<file path="src/rtl/bep_frame_pkg.sv">
// Shared definitions for the thermostat bus frame (transmit and receive side).
// Contents: frame width, per-field bit offsets, the fixed preamble value, the
// frame-assembly helper and the transmit FSM state type.
package bep_frame_pkg;

   localparam int unsigned FRAME_BITS = 192;

   localparam int unsigned PREAMBLE_MSB      = 191;
   localparam int unsigned PREAMBLE_LSB      = 160;
   localparam int unsigned TYPE_1_MSB        = 159;
   localparam int unsigned TYPE_1_LSB        = 144;
   localparam int unsigned TYPE_2_MSB        = 143;
   localparam int unsigned TYPE_2_LSB        = 128;
   localparam int unsigned CONSTANT_MSB      = 127;
   localparam int unsigned CONSTANT_LSB      = 96;
   localparam int unsigned THERMOSTAT_ID_MSB = 95;
   localparam int unsigned THERMOSTAT_ID_LSB = 64;
   localparam int unsigned ROOM_TEMP_MSB     = 63;
   localparam int unsigned ROOM_TEMP_LSB     = 48;
   localparam int unsigned SET_TEMP_MSB      = 47;
   localparam int unsigned SET_TEMP_LSB      = 32;
   localparam int unsigned STATE_MSB         = 31;
   localparam int unsigned STATE_LSB         = 24;
   localparam int unsigned TAIL_1_MSB        = 23;
   localparam int unsigned TAIL_1_LSB        = 16;
   localparam int unsigned TAIL_2_MSB        = 15;
   localparam int unsigned TAIL_2_LSB        = 8;
   localparam int unsigned TAIL_3_MSB        = 7;
   localparam int unsigned TAIL_3_LSB        = 0;

   localparam logic [31:0] BEP_PREAMBLE = 32'hAAAAAAAA;

   typedef enum logic [1:0] {
      StIdle,
      StSend,
      StGap
   } tx_state_e;

   // Concatenates the decoded fields into wire order, preamble in the MSBs.
   function automatic logic [FRAME_BITS-1:0] bep_build_frame(
      input logic [31:0] preamble,
      input logic [15:0] type_1,
      input logic [15:0] type_2,
      input logic [31:0] constant,
      input logic [31:0] thermostat_id,
      input logic [15:0] room_temp,
      input logic [15:0] set_temp,
      input logic [7:0]  state,
      input logic [7:0]  tail_1,
      input logic [7:0]  tail_2,
      input logic [7:0]  tail_3
   );
      return {preamble, type_1, type_2, constant, thermostat_id, room_temp, set_temp,
              state, tail_1, tail_2, tail_3};
   endfunction

endpackage

</file>
<file path="src/rtl/bit_timer.sv">
// Serial bit-period divider.
// Ports:
//   clock, reset  - rising-edge clock, asynchronous active-high reset
//   clear         - holds the divider at 0 (the first cycle after release is count 0)
//   mid           - registered, high for the single cycle where the count is CLKS_PER_BIT/2
//   last          - registered, high for the single cycle where the count is CLKS_PER_BIT-1
module bit_timer #(
   parameter int unsigned CLKS_PER_BIT = 4
) (
   input  logic clock,
   input  logic reset,
   input  logic clear,
   output logic mid,
   output logic last
);

   localparam logic [15:0] MID_COUNT  = 16'(CLKS_PER_BIT / 2);
   localparam logic [15:0] LAST_COUNT = 16'(CLKS_PER_BIT - 1);

   logic [15:0] count_q, count_d;
   logic        mid_q, last_q;

   always_comb begin
      count_d = count_q + 16'd1;
      if (clear || (count_q == LAST_COUNT)) begin
         count_d = '0;
      end
   end

   // Flags are computed from the next count so they line up with count_q.
   always_ff @(posedge clock or posedge reset) begin
      if (reset) begin
         count_q <= '0;
         mid_q   <= 1'b0;
         last_q  <= 1'b0;
      end else begin
         count_q <= count_d;
         mid_q   <= (count_d == MID_COUNT);
         last_q  <= (count_d == LAST_COUNT);
      end
   end

   assign mid  = mid_q;
   assign last = last_q;

endmodule

</file>
<file path="src/rtl/serial_encode.sv">
// Thermostat bus frame serializer: captures the eleven frame fields on an
// accepted start and shifts the 192-bit frame out MSB-first, then idles for
// GAP_CYCLES before pulsing done.
// Ports:
//   clock, reset       - rising-edge clock, asynchronous active-high reset
//   start              - send request, accepted only while busy is low
//   preamble..tail_3   - frame fields, sampled on the accepting edge only
//   busy               - frame in flight, from acceptance until done
//   done               - one-cycle pulse at the end of the gap
//   serial_data        - current frame bit (0 outside SEND)
//   serial_clock       - one-cycle strobe mid-way through each bit period
//   bit_index          - bits already strobed in the current frame (0..192)
module serial_encode
   import bep_frame_pkg::*;
#(
   parameter int unsigned CLKS_PER_BIT = 4,
   parameter int unsigned GAP_CYCLES   = 16
) (
   input  logic        clock,
   input  logic        reset,
   input  logic        start,
   input  logic [31:0] preamble,
   input  logic [15:0] type_1,
   input  logic [15:0] type_2,
   input  logic [31:0] constant,
   input  logic [31:0] thermostat_id,
   input  logic [15:0] room_temp,
   input  logic [15:0] set_temp,
   input  logic [7:0]  state,
   input  logic [7:0]  tail_1,
   input  logic [7:0]  tail_2,
   input  logic [7:0]  tail_3,
   output logic        busy,
   output logic        done,
   output logic        serial_data,
   output logic        serial_clock,
   output logic [7:0]  bit_index
);

   localparam logic [7:0]  LAST_BIT = 8'(FRAME_BITS - 1);
   localparam logic [15:0] GAP_LAST = 16'(GAP_CYCLES - 1);

   tx_state_e             state_q, state_d;
   logic [FRAME_BITS-1:0] shift_q, shift_d;
   logic [7:0]            bit_q, bit_d;
   logic [15:0]           gap_q, gap_d;
   logic                  busy_q, busy_d;
   logic                  done_q, done_d;
   logic                  timer_clear;
   logic                  bit_mid;
   logic                  bit_last;

   // Divider is held at 0 outside SEND so the first bit period starts clean.
   assign timer_clear = (state_q != StSend);

   bit_timer #(
      .CLKS_PER_BIT(CLKS_PER_BIT)
   ) u_bit_timer (
      .clock(clock),
      .reset(reset),
      .clear(timer_clear),
      .mid  (bit_mid),
      .last (bit_last)
   );

   always_comb begin
      state_d = state_q;
      shift_d = shift_q;
      bit_d   = bit_q;
      gap_d   = gap_q;
      busy_d  = busy_q;
      done_d  = 1'b0;

      unique case (state_q)
         StIdle: begin
            if (start) begin
               shift_d = bep_build_frame(preamble, type_1, type_2, constant, thermostat_id,
                                         room_temp, set_temp, state, tail_1, tail_2, tail_3);
               bit_d   = '0;
               busy_d  = 1'b1;
               state_d = StSend;
            end
         end
         StSend: begin
            if (bit_last) begin
               // Zeros shift in, so serial_data is 0 once the frame is out.
               shift_d = {shift_q[FRAME_BITS-2:0], 1'b0};
               bit_d   = bit_q + 8'd1;
               if (bit_q == LAST_BIT) begin
                  gap_d = '0;
                  if (GAP_CYCLES == 0) begin
                     busy_d  = 1'b0;
                     done_d  = 1'b1;
                     state_d = StIdle;
                  end else begin
                     state_d = StGap;
                  end
               end
            end
         end
         StGap: begin
            if (gap_q == GAP_LAST) begin
               busy_d  = 1'b0;
               done_d  = 1'b1;
               state_d = StIdle;
            end else begin
               gap_d = gap_q + 16'd1;
            end
         end
         default: begin
            state_d = StIdle;
         end
      endcase
   end

   always_ff @(posedge clock or posedge reset) begin
      if (reset) begin
         state_q <= StIdle;
         shift_q <= '0;
         bit_q   <= '0;
         gap_q   <= '0;
         busy_q  <= 1'b0;
         done_q  <= 1'b0;
      end else begin
         state_q <= state_d;
         shift_q <= shift_d;
         bit_q   <= bit_d;
         gap_q   <= gap_d;
         busy_q  <= busy_d;
         done_q  <= done_d;
      end
   end

   assign busy         = busy_q;
   assign done         = done_q;
   assign serial_data  = shift_q[FRAME_BITS-1];
   assign serial_clock = bit_mid;
   assign bit_index    = bit_q;

endmodule

</file>
<file path="config.mk">
export PLATFORM = sky130hd
export DESIGN_NAME = serial_encode
export DESIGN_NICKNAME = d
export VERILOG_FILES = /design/src/rtl/bep_frame_pkg.sv /design/src/rtl/bit_timer.sv /design/src/rtl/serial_encode.sv
export SDC_FILE = /design/constraint.sdc
export NUM_CORES = 1
export LEC_CHECK = 0
export CORE_MARGIN = 10
export CORE_UTILIZATION = 35
export CTS_CLUSTER_DIAMETER = 120
export DETAILED_ROUTE_END_ITERATION = 16
export GPL_ROUTABILITY_DRIVEN = 0
export GPL_TIMING_DRIVEN = 0
export SYNTH_ARGS = -nofsm -noshare
export SYNTH_HDL_FRONTEND = slang
export SYNTH_SLANG_ARGS = --single-unit
</file>
<file path="constraint.sdc">
create_clock -name clock -period 7.95 [get_ports clock]
set_input_delay 0.795 -clock clock [delete_from_list [all_inputs] [get_ports clock]]
set_output_delay 0.795 -clock clock [all_outputs]
set_load 0.03 [all_outputs]
</file>
==> impl_results.md <==
- Peak supply drop: 0.126 mV
- Filler cell count: 3088
- Sequential share of the synthesized area: 53.8%
- Avg WL per Cell: 15.8 um
- Switching Share: 20.9%
- Setup TNS: 0 ns
- Slew HR: 43.7%
- Synth warn: 0
- WS Path Type: input pin to flop
- Req. time, crit path: 8.35 ns
- Final min period: 2.68 ns
- Ys async rst share: 100%
- Sink Count: 238
- Register area: 5960 um^2
- Routed vias/inst: 4.99
- CTS clk-pin slew, worst paths: 0.06 ns
- Syn Inst Count: 1313
- Die Ht: 198 um
- Hold Path Stages: 2
- Post-synthesis xor/xnor area fraction: 2.37%
- DR iter-0 viols: 731
- Initial Util: 35.3%
- Crit path arrival time: 3.08 ns
- Synth Flop Type: dfrtp_1
- Clock Latency Late Sink: 0.54 ns
- Initial antenna violation count: 5
- CP max FO: 10
- Worst slew pin tran: 0.844 ns
- # nets final: 1748
- Final non-filler cell area: 14600 um^2
- Area of the die: 39100 um^2
- Hold path startpoint: shift_q[153]$_DFFE_PP0P_
- Unique masters post-synth: 51
- Area after DPL: 13700 um^2
- Synth Area in Compound Gates: 13.0%
- Most frequent cell after synthesis: nand2_1
- Number of H-tree levels: 1
- Final setup viols: 0
- Fin crit share: 33.7%
- Share of layout cells above drive strength 1: 7.07%
- Comb pwr share: 5.1%
- Vias in the first global route: 9886
- Seq pwr share: 46.2%
- Mapped Nets: 1511
- Post-synthesis simple-gate area fraction: 26.0%
- Pin count of the biggest net entering global routing: 122
- Grt total ovfl: 0
- Number of flops mapped to enable cells by yosys: 0
- Crit end category: flop
- Die width: 198 um
- Clk network pwr share: 48.7%
- Startpoint Class: input pin
- Hold EP: shift_q[154]$_DFFE_PP0P_
- Post-CTS resize count: 0
- Multi-input gate area: 4640 um^2
- Reg-to-Reg End: shift_q[149]$_DFFE_PP0P_
- IO Port Bufs: 206
- Drt pass-1 iters: 6
- Worst Clk Skew: 0.0114 ns
- Yosys reg bits: 238
- Area leader, netlist: dfrtp_1
- Largest family of logic cells by synthesized area: simple AND/OR/NAND/NOR gates
- Top cells by count, synth: nand2_1 (401), dfrtp_1 (238), nor2_1 (229), a31oi_1 (193), buf_2 (50)
- Max-cap viol count: 0
- Pwr Density: 180 nW/um^2
- Run status: complete, no violations
- P_sw: 0.000551 W
- Post-DP HPWL: 22.4 mm
- Syn avg cell area: 8.43 um^2
- Total GRT Usage: 15.6%
- Leading post-synthesis cells by cell area: dfrtp_1 (54%), nand2_1 (14%), a31oi_1 (11%), nor2_1 (7.8%), buf_2 (2.3%)
- Top-area cell type share of the netlist area: 53.8%
- Synth Area in Adders: 0.339%
- Hold crit path type: flop to flop
- Final Slew Violations: 0
- Via Count: 9856
- Flop2flop setup slack: 5.43 ns
- Core Region: 31400 um^2
- Reg-to-Reg Start: state_q[0]$_DFFE_PP0P_
- Routed wire length: 31.2 mm
- Area Overhead vs Synth: 31.9%
- DP Cell Count: 1922
- Routed Antenna Nets: 0
- Num rows: 65
- DR DRC count: 0
- Clk buf depth: 3
- Final hold vios: 0
- FMAX: 373 MHz
- Worst Reg-to-Reg Cells: 5
- Post-synthesis mux area share: 0.203%
- Cts bufs inserted: 28
- Fin cells: 1975
- CTS root buffer: clkbuf_16
- Hold buffers post-CTS: 0
- RSZ-0062 raised after global routing: no
- # IOs: 207
- Mapped cell area: 11100 um^2
- Global-route wire length before repair: 51.0 mm
- Power Internal: 0.00208 W
- Post-CTS Setup Bufs: 0
- Clock tree from TritonCTS: yes
- Leak: 6.48 nW
-- metrics by stage --
stage | hold slack [ns] | util [%] | worst slack [ns] | total power (W)
final | 0.532 | 46.5 | 5.27 | 0.00263
after global placement | 0.520 | 43.4 | -2.71 | 0.00137
after global routing | 0.554 | 46.5 | 5.08 | 0.00273
after CTS | 0.532 | 46.5 | 5.18 | 0.00268
after floorplan | 0.473 | - | 0.624 | 0.00126
after detailed placement | 0.526 | 43.6 | 4.61 | 0.00137
-- worst max-delay path: stages --
cell and delay (ns):
clkdlybuf4s50_1 0.46, nand2b_1 0.13, a21oi_1 0.65, clkbuf_1 0.59, buf_2 0.33, a31oi_1 0.12
-- metal layers --
metal  track usage [%]  wire (um)  vias to the layer above
met4              3.56        645                        6
met2              24.0      13400                      248
li1                  -          -                     4917
met3              4.18       2110                       44
met1              21.5      15100                     4641
met5                 0         41                        -
-- cells by family (layout without fill, tap and decap cells) --
logic type / Yosys count / in the layout
other: 0 / 2
buffers and inverters: 107 / 365
DFF: 238 / 238
adders and majority gates: 3 / 3
and+or+nand+nor: 708 / 708
AOI/OAI and AO/OA: 225 / 225
xor gates and xnor gates: 30 / 30
muxes: 2 / 2
-- worst max path at each step --
| stage | slack (ns) | end | cells after the start | startpoint |
|---|---|---|---|---|
| after CTS | 5.18 | shift_q[149]$_DFFE_PP0P_ | 6 | start |
| after global routing | 5.08 | shift_q[117]$_DFFE_PP0P_ | 6 | start |
| final | 5.27 | shift_q[149]$_DFFE_PP0P_ | 6 | start |
| after detailed placement | 4.61 | shift_q[149]$_DFFE_PP0P_ | 6 | start |
| after global placement | -2.71 | u_bit_timer.mid$_DFF_PP0_ | 2 | reset |
| after floorplan | 0.62 | bit_index[0]$_DFFE_PP0P_ | 1 | reset |
-- layout make-up --
cell class	instances	area share [%]
Clock buffer	44	5.70
Sequential cell	238	40.8
Inverter	9	0.283
Tap cell	402	3.45
Timing Repair Buffer	207	14.3
Clock inverter	7	0.626
Multi-Input combinational cell	968	31.8
Antenna cell	2	0.0343
Buffer	98	3.06
-- power by group through the flow --
stage,clock [W],sequential (W),combinational [W]
after floorplan,0,0.00124,0.0000205
after global placement,0,0.00124,0.000135
after detailed placement,0,0.00124,0.000137
after CTS,0.00132,0.00121,0.000138
after global routing,0.00137,0.00121,0.000145
final,0.00128,0.00122,0.000135
-- cell usage in the layout, fill, tap and decap left out, types with 17 or more instances in the layout --
cell type        count
a31oi_1            193
buf_2               50
clkbuf_1            53
clkbuf_16           29
clkdlybuf4s50_1    206
dfrtp_1            238
nand2_1            401
nand3_1             17
nor2_1             229
nor4_1              19
xnor2_1             22
-- state kept, by name, indices dropped and copies added, names as in the netlist --
signal               cells
bit_index                8
busy                     1
done                     1
gap_q                   16
shift_q                192
state_q                  2
u_bit_timer.count_q     16
u_bit_timer.last         1
u_bit_timer.mid          1
(Power assumes the default switching activity.)
